**src/rtl/kbd_matrix_sync.sv**
```systemverilog
// PET PIA1 keyboard-matrix intercept: the Pi host loads per-row key bitmaps, the CPU scans them via PORTA/PORTB.
// Optional build macro KBD_STICKY_EN latches short presses until the CPU has scanned the row STICKY_READS times.
module kbd_matrix_sync #(
  parameter int unsigned ROWS         = 10,
  parameter int unsigned COLS         = 8,
  parameter int unsigned ROW_SEL_BITS = 4,
  parameter logic [15:0] BASE_ADDR    = 16'hE800,
  parameter int unsigned STICKY_READS = 2
) (
  input  logic                    clk,
  input  logic                    reset,
  input  logic [15:0]             pi_addr,
  input  logic [COLS-1:0]         pi_data,
  input  logic                    pi_write_strobe,
  input  logic [1:0]              bus_addr,
  input  logic [7:0]              bus_data_in,
  input  logic                    bus_rw_b,
  input  logic                    pia1_enabled_in,
  input  logic                    io_select,
  input  logic                    cpu_write_strobe,
  output logic [COLS-1:0]         kbd_data_out,
  output logic                    kbd_enable
);

  localparam logic [1:0]      PORTA    = 2'd0;
  localparam logic [1:0]      PORTB    = 2'd2;
  localparam logic [COLS-1:0] ALL_ONES = '1;

  if (ROWS < 1 || ROWS > 16 || STICKY_READS < 1 || STICKY_READS > 15) begin : g_bad_cfg
    $error("kbd_matrix_sync: ROWS or STICKY_READS out of range");
  end

  // Strobe history for edge detection
  logic pi_wr_prev_q, pi_wr_prev_d;
  logic wr_a_prev_q,  wr_a_prev_d;
  logic rd_b_prev_q,  rd_b_prev_d;

  logic [COLS-1:0]         matrix_q [ROWS];
  logic [COLS-1:0]         matrix_d [ROWS];
  logic [ROW_SEL_BITS-1:0] row_sel_q, row_sel_d;
  logic [COLS-1:0]         kbd_data_q, kbd_data_d;
  logic                    kbd_enable_q, kbd_enable_d;

`ifdef KBD_STICKY_EN
  localparam logic [3:0] STICKY_THR = 4'(STICKY_READS);
  logic [COLS-1:0] sticky_q [ROWS];
  logic [COLS-1:0] sticky_d [ROWS];
  logic [3:0]      cnt_q    [ROWS];
  logic [3:0]      cnt_d    [ROWS];
  logic [COLS-1:0] new_press_c;
`endif

  logic            writing_port_a_c, reading_port_b_c;
  logic            pi_commit_c, porta_commit_c, capture_c;
  logic [15:0]     pi_off_c;
  logic [COLS-1:0] sel_row_c;
  logic            unused_c;

  assign writing_port_a_c = cpu_write_strobe && pia1_enabled_in && (bus_addr == PORTA);
  assign reading_port_b_c = io_select && bus_rw_b && pia1_enabled_in && (bus_addr == PORTB);
  assign pi_commit_c      = pi_wr_prev_q && !pi_write_strobe;
  assign porta_commit_c   = wr_a_prev_q && !writing_port_a_c;
  assign capture_c        = reading_port_b_c && !rd_b_prev_q;
  // Offset wraps for addresses below BASE_ADDR, so one compare per row covers both bounds
  assign pi_off_c         = pi_addr - BASE_ADDR;
  assign unused_c         = ^bus_data_in;

  always_comb begin
    pi_wr_prev_d = pi_write_strobe;
    wr_a_prev_d  = writing_port_a_c;
    rd_b_prev_d  = reading_port_b_c;
    row_sel_d    = row_sel_q;
    kbd_data_d   = kbd_data_q;
    sel_row_c    = ALL_ONES;
    for (int r = 0; r < int'(ROWS); r++) begin
      matrix_d[r] = matrix_q[r];
    end
`ifdef KBD_STICKY_EN
    new_press_c = '0;
    for (int r = 0; r < int'(ROWS); r++) begin
      sticky_d[r] = sticky_q[r];
      cnt_d[r]    = cnt_q[r];
    end
`endif

    // Capture reads pre-update state: old row_sel, old matrix
    for (int r = 0; r < int'(ROWS); r++) begin
      if (32'(row_sel_q) == 32'(r)) begin
`ifdef KBD_STICKY_EN
        sel_row_c = matrix_q[r] & ~sticky_q[r];
`else
        sel_row_c = matrix_q[r];
`endif
      end
    end

    for (int r = 0; r < int'(ROWS); r++) begin
`ifdef KBD_STICKY_EN
      // Release once host has let go and the CPU has seen the press enough times
      if (cnt_q[r] >= STICKY_THR) begin
        sticky_d[r] = sticky_q[r] & ~matrix_q[r];
      end
      if (capture_c && (32'(row_sel_q) == 32'(r)) && (cnt_q[r] != 4'hF)) begin
        cnt_d[r] = cnt_q[r] + 4'd1;
      end
`endif
      if (pi_commit_c && (32'(pi_off_c) == 32'(r))) begin
        matrix_d[r] = pi_data;
`ifdef KBD_STICKY_EN
        new_press_c = matrix_q[r] & ~pi_data;
        if (|new_press_c) begin
          sticky_d[r] = sticky_d[r] | new_press_c;
          cnt_d[r]    = 4'd0;
        end
`endif
      end
    end

    if (porta_commit_c) begin
      row_sel_d = bus_data_in[ROW_SEL_BITS-1:0];
    end
    if (capture_c) begin
      kbd_data_d = sel_row_c;
    end
    kbd_enable_d = reading_port_b_c && (kbd_data_d != ALL_ONES);
  end

  always_ff @(posedge clk) begin
    if (reset) begin
      pi_wr_prev_q <= 1'b0;
      wr_a_prev_q  <= 1'b0;
      rd_b_prev_q  <= 1'b0;
      row_sel_q    <= '0;
      kbd_data_q   <= ALL_ONES;
      kbd_enable_q <= 1'b0;
      for (int r = 0; r < int'(ROWS); r++) begin
        matrix_q[r] <= ALL_ONES;
`ifdef KBD_STICKY_EN
        sticky_q[r] <= '0;
        cnt_q[r]    <= 4'd0;
`endif
      end
    end else begin
      pi_wr_prev_q <= pi_wr_prev_d;
      wr_a_prev_q  <= wr_a_prev_d;
      rd_b_prev_q  <= rd_b_prev_d;
      row_sel_q    <= row_sel_d;
      kbd_data_q   <= kbd_data_d;
      kbd_enable_q <= kbd_enable_d;
      for (int r = 0; r < int'(ROWS); r++) begin
        matrix_q[r] <= matrix_d[r];
`ifdef KBD_STICKY_EN
        sticky_q[r] <= sticky_d[r];
        cnt_q[r]    <= cnt_d[r];
`endif
      end
    end
  end

  assign kbd_data_out = kbd_data_q;
  assign kbd_enable   = kbd_enable_q;

endmodule
```
**config.mk**
```make
export PLATFORM = sky130hd
export DESIGN_NAME = kbd_matrix_sync
export DESIGN_NICKNAME = d
export VERILOG_FILES = /design/src/rtl/kbd_matrix_sync.sv
export SDC_FILE = /design/constraint.sdc
export NUM_CORES = 1
export LEC_CHECK = 0
export CORE_MARGIN = 4
export CORE_UTILIZATION = 40
export CTS_CLUSTER_DIAMETER = 80
export DETAILED_ROUTE_END_ITERATION = 7
export PLACE_DENSITY = 0.58
export SYNTH_ARGS = -nofsm -noshare
export SYNTH_HDL_FRONTEND = slang
export SYNTH_SLANG_ARGS = --single-unit
```
**constraint.sdc**
```tcl
create_clock -name clk -period 4.2 [get_ports clk]
set_input_delay 0.84 -clock clk [delete_from_list [all_inputs] [get_ports clk]]
set_output_delay 0.84 -clock clk [all_outputs]
set_load 0.1 [all_outputs]
```
==> results.py, run 1 <==
metrics = {
    "routing": {
        "wl_met2_um": 5720,
        "ant_nets": 0,
        "routed_wl_um": 12340,
        "dr.first_iter.drc_count": 193,
        "wl_met1_um": 5827,
        "drtPass1Iterations": 4,
        "topRoutingLayerUsed": "met4",
        "via_count": 3759,
        "via_per_inst": 5.653,
        "drt_drc_violations_left": 0,
        "dr_wl_met3_um": 620,
        "routedWlPerCell_um": 18.56,
    },
    "layout": {
        "regArea_um2": 1922,
        "nets": 561,
        "antennaDiodeCount": 0,
        "syn_to_final_growth_pct": 18.45,
        "drive_gt1_share_pct": 8.621,
        "final_cell_mix": "96 x dfxtp_1, 70 x nor2b_1, 65 x a211o_1, 44 x clkdlybuf4s50_1, 38 x mux2i_1",
        "fillCellCount": 1136,
        "final_common_cell": "dfxtp_1",
        "layout.cells.non_filler": 665,
        "multi_input_area_um2": 2522,
    },
    "worst_hold_path": {
        "hold_path.class": "reg2reg",
    },
    "place": {
        "place_inst": 651,
        "gp_congestion": 0.8069,
        "place_hpwl_um": 8499,
        "io_buffers": 45,
    },
    "synth": {
        "synth_edf_count": 0,
        "synth_area_um2": 4644,
        "synth_nets": 530,
        "synth_cell_type_count": 61,
        "yosysWarnings": 0,
        "ys_seq_elements": 96,
        "synth.avg_cell_area_um2": 9.517,
        "async_reset_ff_share_pct": 0,
        "yosysTopAreaCell": "dfxtp_1",
        "yosys_most_used_dff": "dfxtp_1",
        "synth-seq-area-share_pct": 41.38,
        "synth_top_area_share_pct": 41.38,
        "synth_cells": 488,
        "synth_area_leaders": "dfxtp_1 41%, a211o_1 12%, nor2b_1 9.4%",
    },
    "sta": {
        "max_freq_mhz": 313.4,
        "rsz0062_at_grt": "no",
        "fin_tns_setup_ns": 0,
        "period_minus_slack_ns": 3.190,
        "worst_slew_pin_slew_ns": 1.005,
        "finalHoldViolCount": 0,
        "final_max_slew_viol_count": 0,
        "relSlewSlack_pct": 32.84,
        "setup_violations": 0,
        "timing.hold.ws_ns": 0.4781,
        "fin_crit_sh_pct": 75.96,
        "final.setup_skew_ns": 0.005003,
    },
    "pwr": {
        "seq_power_share_pct": 49.2,
        "leakage_nw": 1.884,
        "pwr-share-comb_pct": 5.6,
        "swShare_pct": 21.37,
        "switching_power_uw": 398.1,
        "clkPwrFrac_pct": 45.2,
        "power.internal_mw": 1.465,
        "p_per_area_nw_per_um2": 338.6,
        "ir_worst_vdd_uv": 167.4,
    },
    "die": {
        "fp-row-count": 39,
        "die_h_um": 115.8,
        "ioPinCount": 50,
        "core_um2": 11370,
        "die_x_um": 115.8,
        "dieArea_um2": 13400,
        "start_util_pct": 40.85,
    },
    "clock_network": {
        "clock_path_buffers": 2,
        "clock_latency_ns": 0.34,
        "cts_buffers": 9,
        "cts_root_buf": "clkbuf_16",
        "ctsHoldBuffers": 0,
        "numClockSinks": 96,
        "path_clk_slew_ns": 0.06,
        "cts_setup_buffers": 0,
        "post_cts_resized": 0,
        "htreeDepth": 3,
        "cts_tree": "built",
    },
    "critical_path": {
        "r2r_setup_slack_ns": 1.37,
        "worstPathCellList": "clkdlybuf4s50_1 > inv_1 > ha_1 > nor4b_1 > o2111a_1 > or3b_4 > nor2_4 > nor2b_1 > a211o_1",
        "start_kind": "input pin",
        "endpoint_kind": "register",
        "path_buf_inv": 2,
        "cp_slowest_cell": "clkdlybuf4s50_1",
        "cp_top_family": "simple AND/OR/NAND/NOR gates",
        "required_ns": 4.43,
        "cp.arrival_ns": 3.42,
        "setup.worst_path.class": "in2reg",
        "critPathMaxStageDelay_ns": 0.47,
        "critical_path.max_fanout": 16,
    },
    "job": {
        "cap_violations": 0,
    },
    "global_route": {
        "grt_pass1_vias": 3651,
        "grt_max_degree": 46,
        "overflow": 0,
        "grt_usage_pct": 19.03,
        "antenna_found_initial": 0,
        "grt_pass1_wl_um": 19470,
    },
    "outcome": {
        "run_status": "complete, no violations",
    },
}
-- final timing paths --
kind | from | to | cells past startpoint
worst max-delay path | pi_addr[11] | matrix_q[8][1] | 9
worst min-delay path | matrix_q[3][1] | matrix_q[3][1] | 2
worst max register to register | row_sel_q[2] | kbd_enable | 6
worst min register to register | matrix_q[3][1] | matrix_q[3][1] | 2
-- cells in the mapped netlist (all sizes together) (4+ instances only) --
| master | instances |
|---|---|
| a211o | 65 |
| a21oi | 14 |
| a31oi | 4 |
| buf | 16 |
| clkbuf | 23 |
| dfxtp | 96 |
| inv | 6 |
| mux2 | 5 |
| mux2i | 38 |
| nand2 | 12 |
| nand2b | 27 |
| nand3b | 5 |
| nor2 | 22 |
| nor2b | 70 |
| nor3 | 10 |
| nor3b | 6 |
| o21ai | 12 |
| or3 | 4 |
-- stage by stage --
step                cell area, um2  worst slack (ns)  power, mW  utilization (%)
finish                        5502             1.010      1.863            48.39
global route                  5502            0.8162      1.928            48.39
CTS                           5502            0.9782      1.885            48.39
detailed placement            5196            0.6314      1.040            45.70
global placement              5196            0.6819      1.039            45.70
floorplan                     4644             1.469     0.9879                -
-- flip-flops by register name, summed over array words and instances (netlist names) --
register      cells
kbd_data_out      8
kbd_enable        1
matrix_q         80
pi_wr_prev_q      1
rd_b_prev_q       1
row_sel_q         4
wr_a_prev_q       1
-- logic make-up after synthesis --
family	share of synthesized area [%]
buf+inv	4.310
fa+ha+maj	0.2694
compound gates	21.12
flops	41.38
mux	9.402
simple gates	23.52
-- worst min-delay path, cell delays in order, from the launching register on --
cell	delay [ns]
dfxtp_1	0.32
mux2i_1	0.07
nand2b_1	0.06
-- final cells by class --
cell class / instances / share of cell area [%]
clock buffer: 12 / 4.844
clock inverter: 2 / 0.7050
inverter: 6 / 0.4094
multi-input combinational: 347 / 45.85
sequential: 96 / 34.93
tap: 143 / 3.252
timing repair buffer: 59 / 10.01
-- power groups by stage --
stage                     Clock, mW  Combinational (mW)  Sequential (mW)
after floorplan                   0              0.0456            0.942
after global placement            0               0.103            0.937
after detailed placement          0               0.104            0.937
after CTS                     0.865               0.104            0.916
after global routing          0.901               0.112            0.916
final                         0.842               0.104            0.916
-- per-layer routing --
layer  track usage, %  up-vias
met5                0        -
met2            30.71       78
li1                 -     1836
met3            3.446       12
met4            6.729        0
met1            25.69     1833
No activity file was read; power rests on OpenSTA's default activity.
==> inputs of run 2 (changes only) <==
--- a/config.mk
+++ b/config.mk
@@ -9,7 +9,7 @@
 export CORE_UTILIZATION = 40
 export CTS_CLUSTER_DIAMETER = 80
 export DETAILED_ROUTE_END_ITERATION = 7
-export PLACE_DENSITY = 0.58
+export PLACE_DENSITY = 0.6
 export SYNTH_ARGS = -nofsm -noshare
 export SYNTH_HDL_FRONTEND = slang
 export SYNTH_SLANG_ARGS = --single-unit
==> constraint.sdc (replaced) <==
create_clock -name clk -period 2.8 [get_ports clk]
set_input_delay 0.56 -clock clk [delete_from_list [all_inputs] [get_ports clk]]
set_output_delay 0.56 -clock clk [all_outputs]
set_load 0.1 [all_outputs]
==> run 2 against run 1 <==
  * Count of clock-buffer cells in the layout did not move
  * Design area rose by 3.8%
  * First-iteration DRC count rose by 25%
  * Combinational power rose by 59%
  * Register-to-register slack got worse by 1.0 ns
  * Largest power group unchanged
==> results.py, run 2 (same netlist as run 1, synthesis figures left out) <==
metrics = {
    "clock_network": {
        "numClockSinks": 96,
        "cts_root_buf": "clkbuf_16",
        "htreeDepth": 3,
        "cts_setup_buffers": 0,
        "post_cts_resized": 0,
        "clock_latency_ns": 0.34,
        "cts_buffers": 9,
        "cts_tree": "built",
        "ctsHoldBuffers": 0,
        "path_clk_slew_ns": 0.07,
        "clock_path_buffers": 2,
    },
    "sta": {
        "final_max_slew_viol_count": 0,
        "fin_crit_sh_pct": 92.28,
        "final.setup_skew_ns": 0.006878,
        "fin_ws_ns": 0.2163,
        "relSlewSlack_pct": 24.05,
        "fin_tns_setup_ns": 0,
        "worst_slew_pin_slew_ns": 1.139,
        "period_minus_slack_ns": 2.584,
        "finalHoldViolCount": 0,
        "rsz0062_at_grt": "no",
        "setup_violations": 0,
        "timing.hold.ws_ns": 0.4817,
        "max_freq_mhz": 387.0,
    },
    "routing": {
        "ant_nets": 0,
        "drtPass1Iterations": 4,
        "routedWlPerCell_um": 17.74,
        "dr.first_iter.drc_count": 242,
        "via_per_inst": 5.499,
        "drt_drc_violations_left": 0,
        "routed_wl_um": 12200,
        "via_count": 3783,
    },
    "global_route": {
        "grt_max_degree": 63,
        "grt_usage_pct": 19.09,
        "grt_pass1_vias": 3745,
        "antenna_found_initial": 0,
        "grt_pass1_wl_um": 19640,
        "overflow": 0,
    },
    "place": {
        "io_buffers": 45,
        "gp_congestion": 0.8380,
        "place_inst": 672,
        "place_hpwl_um": 8644,
        "placed_area_um2": 5419,
        "post-place-ws_ns": -0.2368,
    },
    "layout": {
        "regArea_um2": 1922,
        "nets": 582,
        "antennaDiodeCount": 0,
        "stdcell_area_um2": 5710,
        "final_cell_mix": "96 x dfxtp_1, 70 x nor2b_1, 65 x a211o_1, 38 x mux2i_1, 37 x buf_4",
        "syn_to_final_growth_pct": 22.95,
        "largest_reg_flops": 80,
        "fillCellCount": 1075,
        "multi_input_area_um2": 2529,
        "regMostFlops": "matrix_q",
        "final_common_cell": "dfxtp_1",
        "drive_gt1_share_pct": 14.13,
        "layout.cells.non_filler": 688,
    },
    "die": {
        "dieArea_um2": 13400,
        "die_h_um": 115.8,
        "ioPinCount": 50,
        "core_um2": 11370,
        "fp-row-count": 39,
        "die_x_um": 115.8,
        "start_util_pct": 40.85,
    },
    "job": {
        "cap_violations": 0,
    },
    "critical_path": {
        "cp_slowest_cell": "clkdlybuf4s50_1",
        "worstPathCellList": "clkdlybuf4s50_1 > inv_1 > ha_1 > nor4b_2 > o2111a_1 > or3b_4 > nor2_4 > buf_12 > nor2b_1 > a211o_1",
        "setup.worst_path.class": "in2reg",
        "path_buf_inv": 3,
        "start_kind": "input pin",
        "cp_top_family": "simple AND/OR/NAND/NOR gates",
        "critPathMaxStageDelay_ns": 0.47,
        "required_ns": 3.03,
        "endpoint_kind": "register",
        "cp.arrival_ns": 2.81,
        "critical_path.max_fanout": 16,
    },
    "outcome": {
        "run_status": "complete, no violations",
    },
    "worst_hold_path": {
        "hold_path.class": "reg2reg",
    },
    "pwr": {
        "ir_worst_vdd_uv": 336.1,
        "leakage_nw": 1.997,
        "p_per_area_nw_per_um2": 474.7,
    },
}
## run 2: layer usage
metal / part of all wire (%) / global-route usage, %
met1: 47 / 25.70
met3: 5.8 / 3.342
met2: 46 / 30.59
met5: 0 / 0
met4: 1.7 / 7.502
## run 2: area by class of cell
type                            instances  share of cell area [%]
Sequential cell                        96                   33.65
Clock buffer                           12                   4.492
Clock inverter                          4                  0.5039
Multi-Input combinational cell        347                   44.28
Timing Repair Buffer                   80                   13.54
Inverter                                6                  0.3944
Tap cell                              143                   3.133
## run 2: power by group
part | internal, mW | switching, mW
clock | 0.651 | 0.522
combinational | 0.0760 | 0.0895
sequential | 1.37 | 0.00380
## run 2: final timing paths
check	cells past startpoint	from	to	slack, ns
max reg2reg	7	row_sel_q[2]	kbd_enable	0.33
min reg2reg	2	matrix_q[3][2]	matrix_q[3][2]	0.48
min	2	matrix_q[3][2]	matrix_q[3][2]	0.48
max	10	pi_addr[11]	matrix_q[8][2]	0.22
## run 2: stage by stage
stage | total power, mW | util (%)
3_3_place_gp | 1.565 | 47.66
6_report | 2.711 | 50.23
5_1_grt | 2.804 | 50.23
3_5_place_dp | 1.568 | 47.66
2_1_floorplan | 1.482 | -
4_1_cts | 2.739 | 50.17
## run 2: worst register-to-register path, cell delays in order (launching register included)
cell	delay, ns
dfxtp_1	0.47
buf_4	0.25
or3b_1	0.49
o22ai_1	0.23
a21oi_1	0.11
or4_1	0.49
o21ai_0	0.21
a31oi_1	0.11
